## src/rtl/seq_mult_ctrl_taint.sv

```systemverilog
// Control FSM for the sequential multiplier. It issues the datapath strobes, supports
// unsigned shift-add or radix-2 Booth, and tracks sticky control-flow taint.
module seq_mult_ctrl_taint #(
    parameter int WIDTH  = 4,
    parameter bit SIGNED = 1'b0
) (
    input  logic             clk,
    input  logic             rst,
    input  logic             start,
    input  logic             start_t,
    input  logic [WIDTH-1:0] mr,
    input  logic [WIDTH-1:0] mr_t,
    output logic             busy,
    output logic             busy_t,
    output logic             md_ld,
    output logic             md_ld_t,
    output logic             mr_ld,
    output logic             mr_ld_t,
    output logic             rs_clear,
    output logic             rs_clear_t,
    output logic             rs_load,
    output logic             rs_load_t,
    output logic             rs_sub,
    output logic             rs_sub_t,
    output logic             rs_shr,
    output logic             rs_shr_t,
    output logic             product_done,
    output logic             product_done_t
);

    localparam int CW = (WIDTH > 1) ? $clog2(WIDTH) : 1;
    localparam logic [CW-1:0] LAST = CW'(WIDTH - 1);

    typedef enum logic [2:0] {
        IDLE,
        INIT,
        TEST,
        ADD,
        SHIFT,
        DONE
    } state_t;

    state_t        state;
    state_t        state_n;
    logic [CW-1:0] cnt;
    logic          prev;
    logic          op_sub;
    logic          op_sub_n;
    logic          st_t;
    logic          cnt_t;
    logic          prev_t;

    // Next-state and Booth operation selection; b is the multiplier bit under test.
    always_comb begin
        state_n  = state;
        op_sub_n = op_sub;
        case (state)
            IDLE:  if (start) state_n = INIT;
            INIT:  state_n = TEST;
            TEST: begin
                if (SIGNED) begin
                    case ({mr[cnt], prev})
                        2'b10: begin
                            state_n  = ADD;
                            op_sub_n = 1'b1;
                        end
                        2'b01: begin
                            state_n  = ADD;
                            op_sub_n = 1'b0;
                        end
                        default: state_n = SHIFT;
                    endcase
                end else if (mr[cnt]) begin
                    state_n  = ADD;
                    op_sub_n = 1'b0;
                end else begin
                    state_n = SHIFT;
                end
            end
            ADD:   state_n = SHIFT;
            SHIFT: state_n = (cnt == LAST) ? DONE : TEST;
            DONE:  state_n = IDLE;
            default: state_n = IDLE;
        endcase
    end

    // Strobes are registered from the next state, so they line up with the state they belong to.
    always_ff @(posedge clk) begin
        if (rst) begin
            state        <= IDLE;
            cnt          <= '0;
            prev         <= 1'b0;
            op_sub       <= 1'b0;
            busy         <= 1'b0;
            md_ld        <= 1'b0;
            mr_ld        <= 1'b0;
            rs_clear     <= 1'b0;
            rs_load      <= 1'b0;
            rs_sub       <= 1'b0;
            rs_shr       <= 1'b0;
            product_done <= 1'b0;
            st_t         <= 1'b0;
            cnt_t        <= 1'b0;
            prev_t       <= 1'b0;
        end else begin
            state        <= state_n;
            op_sub       <= op_sub_n;
            busy         <= (state_n != IDLE);
            md_ld        <= (state_n == INIT);
            mr_ld        <= (state_n == INIT);
            rs_clear     <= (state_n == INIT);
            rs_load      <= (state_n == ADD);
            rs_sub       <= (state_n == ADD) && op_sub_n && SIGNED;
            rs_shr       <= (state_n == SHIFT);
            product_done <= (state_n == DONE);

            if (state == INIT) begin
                cnt  <= '0;
                prev <= 1'b0;
            end else if (state == SHIFT) begin
                prev <= mr[cnt];
                if (cnt != LAST) cnt <= cnt + CW'(1);
            end

            // Taint is sticky: any branch decision that looked at tainted data marks the control path.
            st_t   <= st_t | ((state == IDLE) & start_t)
                           | ((state == TEST) & (mr_t[cnt] | cnt_t | (SIGNED & prev_t)));
            cnt_t  <= cnt_t | st_t;
            prev_t <= prev_t | ((state == SHIFT) & (mr_t[cnt] | cnt_t));
        end
    end

    assign busy_t         = st_t;
    assign md_ld_t        = st_t;
    assign mr_ld_t        = st_t;
    assign rs_clear_t     = st_t;
    assign rs_load_t      = st_t;
    assign rs_sub_t       = st_t;
    assign rs_shr_t       = st_t;
    assign product_done_t = st_t;

endmodule

```

## config.mk

```make
export PLATFORM = sky130hd
export DESIGN_NAME = seq_mult_ctrl_taint
export DESIGN_NICKNAME = d
export VERILOG_FILES = /design/src/rtl/seq_mult_ctrl_taint.sv
export SDC_FILE = /design/constraint.sdc
export NUM_CORES = 1
export LEC_CHECK = 0
export ABC_AREA = 1
export CAP_MARGIN = 30
export CORE_MARGIN = 1
export CORE_UTILIZATION = 35
export DETAILED_ROUTE_END_ITERATION = 10
export PLACE_DENSITY = 0.68
export SLEW_MARGIN = 40
export SYNTH_ARGS = -nofsm -noshare
export SYNTH_HDL_FRONTEND = slang
export SYNTH_SLANG_ARGS = --single-unit
```

## constraint.sdc

```tcl
create_clock -name clk -period 1.5 [get_ports clk]
set_input_delay 0.225 -clock clk [delete_from_list [all_inputs] [get_ports clk]]
set_output_delay 0.225 -clock clk [all_outputs]
set_load 0.05 [all_outputs]
```

=== Yosys cells after proc, flatten, opt, wreduce, memory -nomap -nowiden ===
Index checks and enable logic that the tools add are counted.

* Bitwise logic cells: 6
* Divide/modulo/power cells: 0
* Add/subtract/negate cells: 1
* $lt $le $gt $ge: 1
* $mul: 0
* Reduce and logical (&&, ||, !) cells: 4
* Shift-type cells: 0
* Multiplexer cells: 8
* Equality and inequality tests: 10

{| class="wikitable"
|+ Operator list
! cell !! number
|-
| 3-bit one-hot mux with 5 select lines || 1
|-
| 3-bit by 2-bit == test with 1-bit output, second input constant || 3
|-
| 3-bit == test, second input constant || 3
|-
| 3-bit two-way mux || 3
|-
| 3-bit by 1-bit == test with 1-bit output, second input constant || 2
|-
| 1-bit binary-select mux with 2-bit select || 2
|-
| 1-bit bitwise OR || 4
|-
| 3-bit zero test || 1
|-
| 2-bit by 3-bit less-than comparator with 1-bit output, second input constant || 1
|-
| 3-bit nonzero test || 1
|-
| 2-bit by 1-bit adder with 2-bit output, second input constant || 1
|-
| 1-bit AND || 2
|-
| 2-bit == test, second input constant || 1
|-
| 1-bit two-way mux || 2
|-
| 2-bit != test, second input constant || 1
|-
| 2-bit AND reduction || 1
|-
| 2-bit OR reduction || 1
|}

* Bits of input ports: 12
* Output and inout bits: 16
* Logic and storage cells: 39
* Register bits: 12
* RAM bits: 0
* Latch bits: 0
* Memories: 0
* ROM bits: 0

=== Depth between registers and ports, before layout ===
Gate-level depths: netlist of run 1.

* Word-level depth: 5
* Gate-level depth with buffers: 8
* Depth with buffers taken out: 8

=== Worst setup path before layout of run 1 ===
No wires, ideal clock.

* Path kind: register to output
* From: register st_t (netlist: busy_t)
* To: output port md_ld_t
* Setup slack: 243 ps
* Buffers on the path: 1
* Data arrival time: 1032 ps
* Cell stages (with the launch flop): 2
* Required time: 1275 ps
* Path through: dfxtp_1 buf_4

{| class="wikitable"
|+ RTL lines
! element !! line !! text
|-
| start: declaration || 49 || <nowiki>logic st_t;</nowiki>
|-
| start signal: assignment || 126 || <nowiki>st_t <= st_t | ((state == IDLE) & start_t)</nowiki>
|-
| end: declaration || 16 || <nowiki>output logic md_ld_t,</nowiki>
|}

No word-level cell between the ends.

=== Worst setup path in the final report of run 1 ===
* From: register cnt[0]
* To: register busy

* Word-level cells in the longest chain between the ends: 5
* Elaborated cells on any way between the ends: 7
* Classes of those cells: 1 x eq/ne; 5 x mux; 1 x reduce/logical

{| class="wikitable"
|+ RTL lines
! element !! line !! text
|-
| start: declaration || 45 || <nowiki>logic [CW-1:0] cnt;</nowiki>
|-
| start signal: assignment || 122 || <nowiki>if (cnt != LAST) cnt <= cnt + CW'(1);</nowiki>
|-
| 1-bit binary-select mux with 2-bit select || -- ||
|-
| 1-bit two-way mux || -- ||
|-
| 3-bit two-way mux || 73 || <nowiki>end else if (mr[cnt]) begin</nowiki>
|-
| 3-bit one-hot mux with 5 select lines (*) || 57 || <nowiki>case (state)</nowiki>
|-
| 3-bit nonzero test (*) || 108 || <nowiki>busy <= (state_n != IDLE);</nowiki>
|-
| end signal: assignment || 108 ||
|-
| end: declaration || 13 || <nowiki>output logic busy,</nowiki>
|}

Mark *: on every way between the ends. The rest lies on a longest branch, timed or not. The select of a mux whose other input is x is not followed.
A chain may end at the register's enable or synchronous reset.

==> out/results.tsv, run 1 <==
metric	value	unit
DRT Pass-1 Iters	4	
Worst IR Drop VDD	853.9	uV
WP buf/inv	2	
placement row count	15	
RSZ-0062 raised after global routing	no	
area leader, netlist	dfxtp_1	
Leak Pwr	0.4787	nW
antenna cells	0	
# DRC	0	
area of the multi-input gates	264.0	sq um
initial detailed-routing violation count	8	
Overall Global Routing Usage	0.1281	
Sink Count	12	
die width	44.99	microns
CTS Buffer Depth	2	
WL/cell	9.301	microns
status	completed	
hpwl dp	1.024	mm
Die H	44.99	microns
synth warn	0	
grt ovf	0	
Seq/Total Area, Yosys	0.3714	
CP endpoint	busy$_SDFF_PP0_	
crit-path leading delay family	flip-flops	
Setup Buffers After CTS	0	
reg2reg path depth	8	
Routed Antenna Nets	0	
most common cell after layout, fill and taps aside	nand2_1	
Mapped Avg Cell Area	7.187	sq um
minimum clock period	1.267	ns
Fillers	172	
worst setup path class	flop to flop	
cell count after synthesis	90	
Final setup viols	0	
port bufs	26	
Yosys reg bits	12	
worst hold path type	flop to flop	
startpoint types	flop	
post_cts resized	0	
Worst-Skew Late Latency	0.27	ns
CP dominant cell by count	nand2_1	
Final period util	0.8445	
layout cells sized above 1	0.3063	
initial core utilization	0.3746	
fin nets	125	
Max-Cap Viols	0	
die area	2024	sq um
Synth Net Count	103	
Layout area overhead	50.48	%
CTS Buf Count	3	
WHS	0.4853	ns
first-pass GRT wire length	1.932	mm
Worst path depth	8	
CP Capture Type	flop	
H-tree depth	1	
hold_buf cts	0	
worst path required time	1.67	ns
max incr delay on CP	0.45	ns
CP max-delay cell	dfxtp_1	
sequential standard cell area	240.2	sq um
drt total wl	1.265	mm
Worst Setup SP	cnt[0]$_SDFFE_PP0P_	
commonest non-fill, non-tap cells in the layout	20 x nand2_1, 12 x inv_1, 12 x dfxtp_1	
R2R Path Start	cnt[0]$_SDFFE_PP0P_	
setup TNS	0	ns
vias in the first global route	506	
Synth top area share	0.3714	
Worst-path clk slew	0.08	ns
CORE AREA	1727	sq um
DR vias/cell	4.272	
Pins Over Slew Limit	0	
vias	581	
Worst Clk Skew	0.002256	ns
Max Freq	789.4	MHz
Post-Syn Area	646.9	sq um
Root Buffer	clkbuf_4	
R2R Path End	busy$_SDFF_PP0_	
synth top area cells	dfxtp_1 37%, buf_4 12%, nand2_1 12%, nand3_1 7.0%, inv_1 7.0%	
GPL Wtd Cong	0.7873	
CP Data Arrival Time	1.43	ns
initial antenna violation count	0	
design area	973.4	sq um
CP Max Fanout	7	
Power Density	1083	nW/um^2
total I/O pin count	28	
reg2reg setup slack	0.23	ns
largest net degree at the start of global routing	9	
Post-Place Cell Area	937.1	sq um
CTS tree	built	
Fin. Hold Viols	0	
Cell variety after synth	18	
CP Cell Sequence	ha_1, inv_1, nand3_2, nand2_1, inv_2, nand3_2, nand2_1, nand2_1	
## metal layers
metal / wire [microns] / vias to the layer above / track usage
met5: 0 / - / 0
met4: 0 / 0 / 0.01818
met3: 63 / 0 / 0.04400
met2: 649 / 18 / 0.2493
met1: 551 / 254 / 0.1327
li1: - / 309 / -
## stage by stage
stage           power, W    util  setup WS [ns]  instances
5_1_grt         0.001098  0.5638        0.09372        136
3_3_place_gp   0.0008052  0.5428         0.2354        132
3_5_place_dp   0.0008095  0.5428         0.2101        132
6_report        0.001054  0.5638         0.2332        136
4_1_cts         0.001062  0.5638         0.2307        136
2_1_floorplan  0.0006531       -         0.2432         90
## where the power goes
group / internal, W / switching [W] / leakage, nW / total (W)
Combinational: 0.000186 / 0.000255 / 0.359 / 0.000441
Clock: 0.000147 / 0.000106 / 0.0210 / 0.000253
Sequential: 0.000342 / 0.0000186 / 0.0982 / 0.000361
## final cells by class
cell class | instances | share of cell area
repair buffers | 28 | 0.3470
well taps | 25 | 0.03213
inverters | 17 | 0.06555
multi-input cells | 50 | 0.2712
flip-flops and latches | 12 | 0.2468
clock buffers | 4 | 0.03728
## kinds of logic (layout without fill, tap and decap cells)
kind of cell / Yosys count / count (layout) / synth area share
adders and majority gates: 1 / 1 / 0.01934
and+or+nand+nor: 42 / 42 / 0.3327
other: 1 / 1 / 0.005797
AOI/OAI and AO/OA: 6 / 6 / 0.05029
DFF: 12 / 12 / 0.3714
buffers and inverters: 28 / 49 / 0.2205
## registers in the layout, summed over array words and instances, names as in the netlist
name / flops
busy: 1
busy_t: 1
rs_shr: 1
rs_load: 1
rs_clear: 1
cnt: 2
product_done: 1
cnt_t: 1
state: 3
## worst min-delay path: cells and delay by family (launching register included)
family,cells,cell delay [ns]
flops,1,0.30
buf+inv,1,0.07
compound gates,1,0.07
## synthesized netlist by cell type
| library cell | n |
|---|---|
| nor2_1 | 4 |
| buf_4 | 10 |
| nand4_1 | 1 |
| nor2_2 | 1 |
| dfxtp_1 | 12 |
| conb_1 | 1 |
| clkbuf_1 | 1 |
| ha_1 | 1 |
| nor3_2 | 1 |
| nand2_2 | 1 |
| a21oi_1 | 5 |
| nand2_1 | 20 |
| nor2_4 | 1 |
| nand3_1 | 9 |
| nand3_2 | 4 |
| inv_1 | 12 |
| inv_2 | 5 |
| a211oi_1 | 1 |
## worst min-delay path by stage
stage                       from                   to  slack (ns)  cells after the start
2_1_floorplan              start  rs_clear$_SDFF_PP0_        0.39                      2
3_3_place_gp    cnt_t$_SDFF_PP0_     cnt_t$_SDFF_PP0_        0.45                      2
3_5_place_dp    cnt_t$_SDFF_PP0_     cnt_t$_SDFF_PP0_        0.48                      2
4_1_cts        busy_t$_SDFF_PP0_     cnt_t$_SDFF_PP0_        0.49                      2
5_1_grt         cnt_t$_SDFF_PP0_     cnt_t$_SDFF_PP0_        0.50                      2
6_report        cnt_t$_SDFF_PP0_     cnt_t$_SDFF_PP0_        0.49                      2
Note: power is estimated with default switching activity, not from simulation.
==> run 2: changes to the inputs <==
--- a/config.mk
+++ b/config.mk
@@ -10,7 +10,7 @@
 export CORE_MARGIN = 1
 export CORE_UTILIZATION = 35
 export DETAILED_ROUTE_END_ITERATION = 10
-export PLACE_DENSITY = 0.68
+export PLACE_DENSITY = 0.71
 export SLEW_MARGIN = 40
 export SYNTH_ARGS = -nofsm -noshare
 export SYNTH_HDL_FRONTEND = slang
==> constraint.sdc (replaced) <==
create_clock -name clk -period 1.14 [get_ports clk]
set_input_delay 0.171 -clock clk [delete_from_list [all_inputs] [get_ports clk]]
set_output_delay 0.171 -clock clk [all_outputs]
set_load 0.05 [all_outputs]
==> run 2 against run 1 <==
Compared with the run above:
- first-iteration DRC count grew 88%
- clock skew grew 0.0028 ns
- via count is 14% higher
- largest power group unchanged
- clock-buffer cell count stayed put
- largest cell class unchanged
==> out/results.tsv, run 2 (same netlist as run 1, synthesis figures left out) <==
metric	value	unit
WL/cell	10.76	microns
Leak Pwr	0.5054	nW
grt ovf	0	
Post-Place Cell Area	1033	sq um
CTS Buffer Depth	2	
total I/O pin count	28	
most common cell after layout, fill and taps aside	nand2_1	
worst setup path class	flop to flop	
H-tree depth	1	
RSZ-0062 raised after global routing	yes	
Fin. Hold Viols	0	
Reg with most FFs	state	
vias in the first global route	577	
antenna cells	0	
die area	2024	sq um
Sink Count	12	
CP Capture Type	flop	
CTS tree	built	
Worst IR Drop VDD	690.7	uV
drt total wl	1.474	mm
placement row count	15	
Final period util	0.9863	
met3 Resource Use GR	0.04000	
PnR Total Power	0.001466	W
gr busiest metal	met2	
fin nets	126	
Final setup viols	0	
M1 GR Usage	0.1650	
Overall Global Routing Usage	0.1599	
Root Buffer	clkbuf_4	
max incr delay on CP	0.37	ns
vias	663	
CP Cell Sequence	buf_4, nand2_1, nand3_2, nand3_4, nand3_2, nand2_1, nand2_1	
worst hold path type	flop to flop	
hpwl dp	1.095	mm
Die H	44.99	microns
CTS Buf Count	3	
initial detailed-routing violation count	15	
GR Util met2	0.2696	
Pins Over Slew Limit	0	
Max-Cap Viols	0	
WP buf/inv	1	
Power Density	1289	nW/um^2
commonest non-fill, non-tap cells in the layout	19 x nand2_1, 15 x buf_12, 11 x inv_1, 11 x clkdlybuf4s50_1, 7 x nand3_1	
max reg flops	3	
DR vias/cell	4.839	
die width	44.99	microns
Worst Clk Skew	0.005013	ns
Setup Buffers After CTS	0	
CP max-delay cell	dfxtp_4	
Layout area overhead	75.82	%
status	completed	
CORE AREA	1727	sq um
first-pass GRT wire length	2.304	mm
DRT Pass-1 Iters	4	
Worst-path clk slew	0.08	ns
setup TNS	0	ns
worst path required time	1.31	ns
CP Data Arrival Time	1.30	ns
GPL Wtd Cong	0.7814	
startpoint types	flop	
Max Freq	889.4	MHz
# DRC	0	
design area	1137	sq um
minimum clock period	1.124	ns
largest net degree at the start of global routing	10	
largest registers	state x3, cnt x2	
port bufs	26	
CP dominant cell by count	nand2_1	
WHS	0.4718	ns
initial antenna violation count	0	
Worst-Skew Late Latency	0.28	ns
layout cells sized above 1	0.4286	
crit-path leading delay family	simple AND/OR/NAND/NOR gates	
initial core utilization	0.3746	
CP Max Fanout	4	
Routed Antenna Nets	0	
run 2: path summary, 6_finish.rpt:
check                      startpoint          endpoint  slack, ns  depth (start not counted)
hold / removal       cnt_t$_SDFF_PP0_  cnt_t$_SDFF_PP0_       0.47                          2
hold reg to reg      cnt_t$_SDFF_PP0_  cnt_t$_SDFF_PP0_       0.47                          2
setup / recovery  cnt[0]$_SDFFE_PP0P_   busy$_SDFF_PP0_       0.02                          7
setup reg to reg  cnt[0]$_SDFFE_PP0P_   busy$_SDFF_PP0_       0.02                          7
run 2: area by class of cell:
cell class | count | area [sq um]
repair buffers | 29 | 432.9
flip-flops and latches | 12 | 255.2
multi-input cells | 50 | 317.8
well taps | 25 | 31.28
inverters | 17 | 63.81
clock buffers | 4 | 36.28
fillers | 136 | 589.3
run 2: what timing repair did:
item                                    in CTS  in global routing
cloned                                       0                  0
hold buffers                                 0                  0
gates resized for setup                      6                 13
endpoints found under the setup margin      12                 16
pin swaps                                    0                  3
run 2: tightest hold or removal path, cell delays in order, from the launching register on:
cell	delay, ns
dfxtp_1	0.30
inv_1	0.07
a21oi_1	0.06
run 2: stage by stage:
| step | worst slack [ns] | utilization | instances |
|---|---|---|---|
| 3_5_place_dp | -0.07452 | 0.5986 | 133 |
| 6_report | 0.01565 | 0.6587 | 137 |
| 5_1_grt | -0.01880 | 0.6587 | 137 |
| 2_1_floorplan | 0.01192 | - | 90 |
| 4_1_cts | 0.009998 | 0.6326 | 137 |
| 3_3_place_gp | -0.05008 | 0.5986 | 133 |
run 2: where the power goes:
part / total (W) / internal [W] / switching, W
logic: 0.000612 / 0.000291 / 0.000321
clock network: 0.000338 / 0.000194 / 0.000144
registers: 0.000516 / 0.000451 / 0.0000648
run 2: per-layer routing:
layer / routed length, microns / vias up
li1: - / 315
met1: 556 / 310
met2: 787 / 31
met3: 94 / 7
met4: 36 / 0
met5: 0 / -
==> run 3: changes to the inputs <==
--- a/config.mk
+++ b/config.mk
@@ -6,6 +6,7 @@
 export NUM_CORES = 1
 export LEC_CHECK = 0
 export ABC_AREA = 1
+export ABC_CLOCK_PERIOD_IN_PS = 1140
 export CAP_MARGIN = 30
 export CORE_MARGIN = 1
 export CORE_UTILIZATION = 35
==> results of run 3 <==
The final DEF is identical to that of run 2; final timing and power are the same.
==> RTL edit, RTL diff (config.mk and constraints of run 3) <==
Register the inputs `start`, `start_t`, `mr` and `mr_t` before use, without a reset. The logic sees them one clock later.
--- a/src/rtl/seq_mult_ctrl_taint.sv
+++ b/src/rtl/seq_mult_ctrl_taint.sv
@@ -41,4 +41,16 @@
     } state_t;
 
+    logic start_q;
+    logic start_t_q;
+    logic [WIDTH-1:0] mr_q;
+    logic [WIDTH-1:0] mr_t_q;
+
+    always_ff @(posedge clk) begin
+        start_q   <= start;
+        start_t_q <= start_t;
+        mr_q      <= mr;
+        mr_t_q    <= mr_t;
+    end
+
     state_t        state;
     state_t        state_n;
@@ -56,9 +68,9 @@
         op_sub_n = op_sub;
         case (state)
-            IDLE:  if (start) state_n = INIT;
+            IDLE:  if (start_q) state_n = INIT;
             INIT:  state_n = TEST;
             TEST: begin
                 if (SIGNED) begin
-                    case ({mr[cnt], prev})
+                    case ({mr_q[cnt], prev})
                         2'b10: begin
                             state_n  = ADD;
@@ -71,5 +83,5 @@
                         default: state_n = SHIFT;
                     endcase
-                end else if (mr[cnt]) begin
+                end else if (mr_q[cnt]) begin
                     state_n  = ADD;
                     op_sub_n = 1'b0;
@@ -119,13 +131,13 @@
                 prev <= 1'b0;
             end else if (state == SHIFT) begin
-                prev <= mr[cnt];
+                prev <= mr_q[cnt];
                 if (cnt != LAST) cnt <= cnt + CW'(1);
             end
 
             // Taint is sticky: any branch decision that looked at tainted data marks the control path.
-            st_t   <= st_t | ((state == IDLE) & start_t)
-                           | ((state == TEST) & (mr_t[cnt] | cnt_t | (SIGNED & prev_t)));
+            st_t   <= st_t | ((state == IDLE) & start_t_q)
+                           | ((state == TEST) & (mr_t_q[cnt] | cnt_t | (SIGNED & prev_t)));
             cnt_t  <= cnt_t | st_t;
-            prev_t <= prev_t | ((state == SHIFT) & (mr_t[cnt] | cnt_t));
+            prev_t <= prev_t | ((state == SHIFT) & (mr_t_q[cnt] | cnt_t));
         end
     end
Behaviour: not the same (a bounded check fails within 4 cycles, from zero or initial values and one cycle with rst high).
==> RTL edit against run 3 <==
- power grew 28%
- synthesized cell count grew 11%
- routed wire length grew 4.7%
- area after synthesis grew 34%
- final area grew 24%
- sequential cell count grew 10
- fmax grew 0.72%
- worst setup slack gained 8.1 ps
- critical endpoint is now rs_clear_t
==> RTL edit: results (changes against run 3) <==
| Metric | Value |
|---|---|
| Clock Pin Slew Worst Setup and Hold Paths | `110 ps (was 80 ps)` |
| First-pass GRT wire length | `2497 um (was 2304 um)` |
| Non-Clock Buffer Area Fraction | `0.3446 (was 0.3806)` |
| Share of post-route cells with drive strength above 1 | `0.4524 (was 0.4286)` |
| Via density | `4.539 (was 4.839)` |
| Crit. Startpoint | `busy_t$_SDFF_PP0_ (was cnt[0]$_SDFFE_PP0P_)` |
| Hold/Removal Path Class | `in -> reg (was reg -> reg)` |
| Metal-1 WL | `608 um (was 556 um)` |
| Post-synthesis sequential area ratio | `0.5094 (was 0.3714)` |
| Multi-input gate share of total cell area | `0.2433 (was 0.2794)` |
| Gr usage total | `0.1312 (was 0.1599)` |
| Clk pwr share | `0.175 (was 0.231)` |
| Top Registers | `mr_q (4), mr_t_q (4), state (3) (was state (3), cnt (2))` |
| CP Data Arrival Time | `950 ps (was 1300 ps)` |
| Commonest cells post-synth | `dfxtp_1, nand2_1, inv_1 (was nand2_1, dfxtp_1, inv_1)` |
| Pint | `1273 uW (was 936.8 uW)` |
| Final #Nets | `141 (was 126)` |
| End point of the critical path | `rs_clear_t (was busy$_SDFF_PP0_)` |
| Hold path start | `start (was cnt_t$_SDFF_PP0_)` |
| Vias in the first global route | `645 (was 577)` |
| Routed len/inst | `10.02 um (was 10.76 um)` |
| Clock sink count | `22 (was 12)` |
| Number of fill cells in the layout | `190 (was 136)` |
| Met3 wire length | `66 um (was 94 um)` |
| Area after DPL | `0.001264 mm^2 (was 0.001033 mm^2)` |
| Storage element area | `454.2 um^2 (was 255.2 um^2)` |
| DP Wirelength | `1189 um (was 1095 um)` |
| Hold Path End | `start_q$_DFF_P_ (was cnt_t$_SDFF_PP0_)` |
| Clock Skew | `5.805 ps (was 5.013 ps)` |
| ClkCell Share | `0.01599 (was 0.03190)` |
| Leak | `0.0006181 uW (was 0.0005054 uW)` |
| Hold Path Stages | `1 (was 2)` |
| Switch Pwr | `608.3 uW (was 529.6 uW)` |
| Ranking of synthesized cells by area | `dfxtp_1, buf_4, nand2_1 (unchanged)` |
| Largest delay share family, worst path | `flip-flops (was simple AND/OR/NAND/NOR gates)` |
| Status | `complete, no violations (unchanged)` |
| Non-Clock Buffer Count | `34 (was 29)` |
| WL met2 | `827 um (was 787 um)` |
-- RTL edit: stage by stage --
stage	utilization	setup WS (ps)	hold WS [ps]	instances
after floorplan	-	45.48	198.7	100
after global placement	0.5553	34.91	449.8	147
after detailed placement	0.5553	3.662	458.3	147
after CTS	0.5844	3.451	292.8	154
after global routing	0.6190	-32.33	286.8	154
final	0.6190	23.73	298.4	154
-- RTL edit: what timing repair did --
| item | CTS | global route |
|---|---|---|
| setup buffers | 4 | 0 |
| pin swaps | 0 | 3 |
| resized for setup | 6 | 22 |
| setup endpoints to repair | 13 | 15 |
-- RTL edit: routing by layer --
layer	vias up	GRT usage
li1	352	-
met1	321	0.1403
met2	21	0.2251
met3	5	0.03801
met4	0	0.08108
met5	-	0
-- RTL edit: kinds of logic after synthesis --
logic type / synth area share
flops: 0.5094
simple gates: 0.2634
other cells: 0.004337
compound gates: 0.04341
buf+inv: 0.1650
fa+ha+maj: 0.01447
